`src/rtl/tx_scheduler.sv`:
```
// Audio sample buffer and byte scheduler for a pulse-width transmitter.
// Optional packet framing (header/trailer bytes) enabled by defining TX_SCHED_FRAMING_EN.
module tx_scheduler #(
  parameter int         FIFO_DEPTH   = 16,
  parameter int         PACKET_LEN   = 32,
  parameter logic [7:0] HEADER_BYTE  = 8'hA5,
  parameter logic [7:0] TRAILER_BYTE = 8'h5A
) (
  input  logic                          clk_in,
  input  logic                          rst_in,
  input  logic                          record_start,
  input  logic                          record_done,
  input  logic [7:0]                    audio_in,
  input  logic                          audio_valid_in,
  input  logic                          tx_busy_in,
  output logic [7:0]                    tx_data_out,
  output logic                          tx_valid_out,
  output logic [$clog2(FIFO_DEPTH):0]   fifo_count_out,
  output logic                          overflow_out,
  output logic                          active_out,
  output logic [2:0]                    state_out
);

  localparam int PTR_W = $clog2(FIFO_DEPTH);
  localparam int CNT_W = PTR_W + 1;

  typedef enum logic [2:0] {
    IDLE    = 3'd0,
    HEADER  = 3'd1,
    STREAM  = 3'd2,
    WAIT_HI = 3'd3,
    WAIT_LO = 3'd4,
    TRAILER = 3'd5
  } state_t;

  state_t           state_q, state_d;
  state_t           ret_q, ret_d;
  logic             pend_q, pend_d;
  logic [7:0]       mem [FIFO_DEPTH];
  logic [PTR_W-1:0] wr_ptr_q, rd_ptr_q;
  logic [CNT_W-1:0] count_q;
  logic             overflow_q;
  logic             fifo_empty, fifo_full;
  logic             push, pop, drop, issue;
  logic [7:0]       issue_byte;

`ifdef TX_SCHED_FRAMING_EN
  localparam int PKT_W = $clog2(PACKET_LEN + 1);
  logic [PKT_W-1:0] pkt_q, pkt_d;
`endif

  assign fifo_empty     = (count_q == '0);
  assign fifo_full      = (count_q == CNT_W'(FIFO_DEPTH));
  assign active_out     = (state_q != IDLE);
  assign fifo_count_out = count_q;
  assign overflow_out   = overflow_q;
  assign state_out      = state_q;

  // A full FIFO still accepts a sample when the head is popped in the same cycle.
  assign push = active_out && audio_valid_in && (!fifo_full || pop);
  assign drop = active_out && audio_valid_in && fifo_full && !pop;

  // Transmitter handshake: tx_valid_out is a one-cycle issue strobe with tx_data_out valid
  // alongside it; no new issue happens until tx_busy_in has been seen high and then low again.
  assign issue_byte = (state_q == HEADER)  ? HEADER_BYTE  :
                      (state_q == TRAILER) ? TRAILER_BYTE : mem[rd_ptr_q];

  always_comb begin
    state_d = state_q;
    ret_d   = ret_q;
    pend_d  = pend_q;
    pop     = 1'b0;
    issue   = 1'b0;
`ifdef TX_SCHED_FRAMING_EN
    pkt_d   = pkt_q;
`endif
    if (record_done && state_q != IDLE) pend_d = 1'b1;

    case (state_q)
      IDLE: begin
        if (record_start) begin
          pend_d = record_done;
`ifdef TX_SCHED_FRAMING_EN
          pkt_d   = '0;
          state_d = HEADER;
`else
          state_d = STREAM;
`endif
        end
      end
`ifdef TX_SCHED_FRAMING_EN
      HEADER: begin
        // An ending session with nothing left to send skips straight to the trailer.
        if (pend_q && fifo_empty) begin
          state_d = TRAILER;
        end else if (!tx_busy_in) begin
          issue   = 1'b1;
          ret_d   = STREAM;
          state_d = WAIT_HI;
        end
      end
`endif
      STREAM: begin
        if (!fifo_empty && !tx_busy_in) begin
          pop     = 1'b1;
          issue   = 1'b1;
          state_d = WAIT_HI;
`ifdef TX_SCHED_FRAMING_EN
          if (pkt_q == PKT_W'(PACKET_LEN - 1)) begin
            pkt_d = '0;
            ret_d = HEADER;
          end else begin
            pkt_d = pkt_q + PKT_W'(1);
            ret_d = STREAM;
          end
`else
          ret_d   = STREAM;
`endif
        end else if (pend_q && fifo_empty) begin
`ifdef TX_SCHED_FRAMING_EN
          state_d = TRAILER;
`else
          state_d = IDLE;
          pend_d  = 1'b0;
`endif
        end
      end
      WAIT_HI: begin
        if (tx_busy_in) state_d = WAIT_LO;
      end
      WAIT_LO: begin
        if (!tx_busy_in) begin
          state_d = ret_q;
          if (ret_q == IDLE) pend_d = 1'b0;
        end
      end
`ifdef TX_SCHED_FRAMING_EN
      TRAILER: begin
        if (!tx_busy_in) begin
          issue   = 1'b1;
          ret_d   = IDLE;
          state_d = WAIT_HI;
        end
      end
`endif
      default: begin
        state_d = IDLE;
        pend_d  = 1'b0;
      end
    endcase
  end

  always_ff @(posedge clk_in) begin
    if (rst_in) begin
      state_q      <= IDLE;
      ret_q        <= STREAM;
      pend_q       <= 1'b0;
      wr_ptr_q     <= '0;
      rd_ptr_q     <= '0;
      count_q      <= '0;
      overflow_q   <= 1'b0;
      tx_valid_out <= 1'b0;
      tx_data_out  <= 8'h00;
`ifdef TX_SCHED_FRAMING_EN
      pkt_q        <= '0;
`endif
    end else begin
      state_q      <= state_d;
      ret_q        <= ret_d;
      pend_q       <= pend_d;
      tx_valid_out <= issue;
      if (issue) tx_data_out <= issue_byte;
      // Pointers wrap naturally because FIFO_DEPTH is a power of two.
      if (push) wr_ptr_q <= wr_ptr_q + PTR_W'(1);
      if (pop)  rd_ptr_q <= rd_ptr_q + PTR_W'(1);
      count_q <= count_q + CNT_W'(push) - CNT_W'(pop);
      if (state_q == IDLE && record_start) overflow_q <= 1'b0;
      else if (drop)                       overflow_q <= 1'b1;
`ifdef TX_SCHED_FRAMING_EN
      pkt_q        <= pkt_d;
`endif
    end
  end

  always_ff @(posedge clk_in) begin
    if (push) mem[wr_ptr_q] <= audio_in;
  end

endmodule

```
`config.mk`:
```
export PLATFORM = sky130hd
export DESIGN_NAME = tx_scheduler
export DESIGN_NICKNAME = d
export VERILOG_FILES = /design/src/rtl/tx_scheduler.sv
export SDC_FILE = /design/constraint.sdc
export NUM_CORES = 1
export LEC_CHECK = 0
export CORE_UTILIZATION = 40
export DETAILED_ROUTE_END_ITERATION = 16
export GPL_TIMING_DRIVEN = 1
export PLACE_DENSITY = 0.68
export SLEW_MARGIN = 0
export SYNTH_ARGS = -nofsm -noshare
export SYNTH_HDL_FRONTEND = slang
export SYNTH_SLANG_ARGS = --single-unit
export TNS_END_PERCENT = 50
```
`constraint.sdc`:
```
create_clock -name clk_in -period 2.98 [get_ports clk_in]
set_input_delay 0.596 -clock clk_in [delete_from_list [all_inputs] [get_ports clk_in]]
set_output_delay 0.596 -clock clk_in [all_outputs]
set_load 0.05 [all_outputs]
```
---- Word level (Yosys, flattened, before mapping) ----
Memory sizes are Yosys's and may differ from the RTL's. A register that Yosys moved wholly into a read port is not among the register bits.
Cells that the tools add are included.
operators by class
  add/subtract/negate cells ............... 4
  eq/ne operators ......................... 8
  mux-type cells .......................... 15
  reduce and logical (&&, ||, !) cells .... 19
operators by type and width
  cell                                                  count
  two-way mux 3 bit                                     5
  one-hot mux 3 bit (4 select lines)                    1
  adder 4 x 1 -> 4 bit (second input constant)          2
  logical AND 1 bit                                     8
  two-way mux 1 bit                                     8
  equality test 3 x 2 -> 1 bit (second input constant)  2
  != test 2 bit (second input constant)                 3
  adder 5 x 1 -> 5 bit                                  1
  equality test 5 bit (second input constant)           1
  zero test 5 bit                                       1
  subtractor 5 x 1 -> 5 bit                             1
  zero test 1 bit                                       4
  AND reduction 4 bit                                   1
  OR reduction 2 bit                                    2
  equality test 3 bit (second input constant)           1
  zero test 3 bit                                       1
  != test 3 bit (second input constant)                 1
  one-hot mux 1 bit (3 select lines)                    1
  nonzero test 3 bit                                    1
  logical OR 1 bit                                      1
word-level totals
  output and inout bits ................... 19
  memories kept ........................... 1
  word-level logic and storage cells ...... 54
  memory bits (writable) .................. 128
  bits in registers ....................... 19
  input port bits ......................... 14
memories
  name  words  width  read ports  clocked after memory_dff  write ports  RTL line  source
  mem   16     8      1           1                         1            39        logic [7:0] mem [FIFO_DEPTH];

---- Logic depth before layout (Yosys ltp) ----
  word-level depth ........................ 9
  depth in mapped cells ................... 13
  mapped depth without buffers ............ 13

---- Worst setup path after synthesis ----
Ideal clock, no wire load.
  path type ............................... reg2reg
  start point ............................. reg count_q[2] (netlist: fifo_count_out[2])
  end point ............................... reg count_q[4] (netlist: fifo_count_out[4])
  period minus slack after synthesis ...... 3199 ps
  path slack .............................. -219 ps
  stages on the path, launching flop included .. 14
  arrival time ............................ 3128 ps
  path buffers ............................ 0
  setup time .............................. 71 ps
  path through ............................ dfxtp_1 > inv_1 > ha_1 > nor4bb_1 > a21boi_1 > inv_1 > ha_1 > inv_1 > ha_1 > fa_1 > a21oi_1 > nor2_1 > or3_1 > a21oi_1
between the ends
  cells in the longest elaborated chain, start to end .. 9
  elaborated cells on any way between the ends .. 11
  those cells by class .................... add/sub: 2; eq/ne: 1; mux: 2; reduce/logical: 6
ends and longest elaborated chain
  item                           RTL line  source
  from (decl)                    41        logic [CNT_W-1:0] count_q;
  from (signal assigned)         176       count_q <= count_q + CNT_W'(push) - CNT_W'(pop);
  zero test 5 bit                52        assign fifo_empty = (count_q == '0);
  zero test 1 bit                104       if (!fifo_empty && !tx_busy_in) begin
  logical AND 1 bit              104
  two-way mux 1 bit              104
  two-way mux 1 bit              79        case (state_q)
  logical OR 1 bit               60        assign push = active_out && audio_valid_in && (!fifo_full || pop);
  logical AND 1 bit              60
  adder 5 x 1 -> 5 bit           176
  subtractor 5 x 1 -> 5 bit (*)  176
Every way passes the cells marked *; elsewhere a longest branch is shown, timed or not.
A chain may end at the register's enable or synchronous reset.

---- Final worst setup path ----
  start point ............................. reg state_q[2] (netlist: state_out[2])
  end point ............................... reg count_q[4] (netlist: fifo_count_out[4])
between the ends
  cells in the longest elaborated chain, start to end .. 6
  elaborated cells on any way between the ends .. 8
  those cells by class .................... add/sub: 2; eq/ne: 1; mux: 1; reduce/logical: 4
ends and longest elaborated chain
  item                              RTL line  source
  from (decl)                       36        state_t state_q, state_d;
  from (signal assigned)            168       state_q <= state_d;
  equality test 3 x 2 -> 1 bit (*)  -
  two-way mux 1 bit (*)             -
  named net issue                   44        logic push, pop, drop, issue;
  logical OR 1 bit                  60
  logical AND 1 bit                 60
  adder 5 x 1 -> 5 bit              176
  subtractor 5 x 1 -> 5 bit (*)     176
Mark *: on every way through the listed nets, which the timed path passes. The rest lies on a longest branch.

==> results.md <==
- Setup crit end kind: flop
- # rows: 45
- Synth cell count leaders: 128 x edfxtp_1, 32 x mux4_2, 27 x dfxtp_1
- Yosys top cell area share: 0.611
- Mapped Avg Cell Area: 17.5 sq um
- Final Cycle Share: 0.913
- Post-DP Area: 7100 sq um
- Die footprint: 16200 sq um
- Power density cells: 764 nW/um^2
- Maximum VDD drop: 0.541 mV
- First-pass GRT wire length: 19100 um
- Worst-path cell chain: or4b_4 -> or2_1 -> inv_1 -> ha_1 -> inv_1 -> ha_1 -> fa_2 -> a21oi_1 -> nor2_1 -> or3_1 -> a21oi_1
- Fin. max-slew vios: 0
- Hold Crit Class: reg2reg
- Max clock buf depth: 2
- CP Launch Type: flop
- H-tree depth: 4
- Final GP Congestion: 0.763
- Synthesized instance count: 360
- Clock network latency to the later pin of the worst-skew pair: 430 ps
- Die height: 127 um
- Final core utilization: 0.504
- DRC: 0
- Cts hold-fix bufs: 0
- Area Growth Syn to Fin: 22.3%
- Sequential area share after synthesis: 0.697
- EDFF count, synth: 128
- Simple-Gate Fraction of Synth Area: 0.0575
- Critical Path RT: 3330 ps
- Synth Area in Compound Gates: 0.0394
- Synth Net Count: 386
- Synth Register Bits: 155
- Clock sink count: 155
- Final Routed Wirelength: 12000 um
- Worst Path Arrival: 3070 ps
- Status: completed
- Max incr delay on CP: 550 ps
- Maximum Capacitance Violations: 0
- Total GRT Usage: 0.164
- Area contributors post-synth: edfxtp_1 61%, mux4_2 11%, dfxtp_1 8.6%, mux2i_1 2.9%, ha_1 2.2%
- XOR/XNOR share of the synthesized area: 0.0111
- Total gr overflow: 0
- Max FO, Critical Path: 13
- DP HPWL: 7770 um
- Pre-antenna DRT Iters: 5
- Die W: 127 um
- Cell family with most CP delay: simple AND/OR/NAND/NOR gates
- Post-route minimum period: 2720 ps
- Tot Pwr: 5870 uW
- Static leakage: 0.00252 uW
- Root Buffer: clkbuf_16
- Starting Density: 0.412
- Crit path buf inv count: 2
- Largest net degree at the start of global routing: 36
- 1st-iter DRT viols: 207
- Most numerous cell in the Yosys netlist: edfxtp_1
- Max-slew headroom: 0.612
- Clock skew: 7.98 ps
- Post-route cell area: 7690 sq um
- I/O pins: 33
- Asr flop ratio synth: 0
- Critical path type: reg2reg
- Area leader, netlist: edfxtp_1
- Register clock-pin slew on the reported worst setup and hold paths: 60 ps
- Worst slew pin tran: 580 ps
- Ys flop type: edfxtp_1
- RSZ-0062 raised after global routing: false
- Crit-path slowest cell: or4b_4
- Post-route ant nets: 0
- Layout cell share with drive strength beyond 1: 0.274
- Largest family of logic cells by synthesized area: multiplexers
- Post-CTS Setup Inserts: 0
- Final Hold Vio Count: 0
- CTS tree: built
- Antenna Cells: 0
- Core Box Area: 15300 sq um
- Filler cells: 1245
- Vias in the first global route: 3434
- Routed len/inst: 18.4 um
- F_max: 368 MHz
- Num CTS Buffers: 17
- Adder-cell share of the synthesized area: 0.0251
- Yosys warns: 0
- Worst slack, placed: -395 ps
- Buffers on Ports: 32
- Final WS setup: 261 ps
- Via/cell ratio: 5.13
- Final net count: 455
- Synth unique cells: 41
- Routed vias: 3350
- Setup Viol. Count Final: 0
- Post-synthesis mux area share: 0.147
- Initial antenna violation count: 0
- Syn Std Cell Area: 6290 sq um
[where the power goes]
group          internal (uW)  total (uW)  switching [uW]
registers               2450        2530            86.6
logic                    558        1220             662
clock network           1250        2120             876
total                   4250        5870            1620
[per-layer routing]
layer	global-route usage	routed length, um	up-vias
li1	-	-	1560
met1	0.206	5320	1716
met2	0.272	6130	67
met3	0.0477	527	7
met4	0.0546	61	0
met5	0	0	-
[cells in the final DEF (no fill, tap or decap), types with 2 or more instances in the layout]
master	instances
a211oi_1	3
a21oi_1	6
a31o_2	2
a31oi_1	2
buf_4	37
bufinv_16	2
clkbuf_16	17
clkdlybuf4s50_1	31
clkinv_1	3
clkinvlp_4	2
dfxtp_1	22
dfxtp_2	5
edfxtp_1	128
ha_1	11
inv_1	16
inv_6	6
mux2_2	2
mux2i_1	18
mux4_2	32
nand2_1	8
nand2b_1	2
nand3_1	9
nor2_1	25
nor2b_1	3
nor3_1	7
nor4bb_1	2
o21ai_0	2
o221ai_2	8
or3_1	4
xnor2_1	6
xor2_1	2
[area by class of cell]
cell class / instances / area, sq um / area share
multi-input cells: 169 / 1770 / 0.230
well taps: 211 / 264 / 0.0343
clock buffers: 17 / 425 / 0.0553
inverters: 16 / 60.1 / 0.00781
flip-flops and latches: 155 / 4390 / 0.571
repair buffers: 70 / 621 / 0.0807
clock inverters: 15 / 159 / 0.0207
[final timing paths]
path | startpoint | end | slack [ps] | cells past startpoint
setup / recovery | state_out[2]$_SDFFE_PP0P_ | fifo_count_out[4]$_SDFF_PP0_ | 260 | 11
hold / removal | pend_q$_SDFF_PP0_ | pend_q$_SDFF_PP0_ | 520 | 2
setup reg to reg | state_out[2]$_SDFFE_PP0P_ | fifo_count_out[4]$_SDFF_PP0_ | 260 | 11
hold reg to reg | pend_q$_SDFF_PP0_ | pend_q$_SDFF_PP0_ | 520 | 2
[sequential cells by signal, summed over array words and instances, names as in the netlist]
register	cells
tx_valid_out	1
wr_ptr_q	4
state_out	3
overflow_out	1
rd_ptr_q	4
tx_data_out	8
fifo_count_out	5
pend_q	1
mem	128
[stage by stage]
stage | cells | setup TNS [ps] | hold WS, ps
finish | 653 | 0 | 523
global route | 653 | 0 | 566
CTS | 653 | 0 | 515
detailed placement | 621 | -628 | 503
global placement | 621 | -498 | 503
floorplan | 360 | 0 | 485
[kinds of logic (layout without fill, tap and decap cells)]
logic type / count (synthesis) / after routing
buffers and inverters: 36 / 118
xor gates and xnor gates: 8 / 8
muxes: 52 / 52
and+or+nand+nor: 70 / 70
DFF: 155 / 155
AOI/OAI and AO/OA: 27 / 27
adders and majority gates: 12 / 12
[worst reg2reg max path, stage by stage, from the launching register on]
cell	delay, ps
dfxtp_2	380
or4b_4	550
or2_1	240
inv_1	90
ha_1	120
inv_1	40
ha_1	200
fa_2	350
a21oi_1	140
nor2_1	60
or3_1	340
a21oi_1	140
[timing repair]
item                       CTS  global route
setup endpoints to repair    0             1
resized for setup            0             2
hold endpoints to repair     0             0
(Power assumes the default switching activity.)
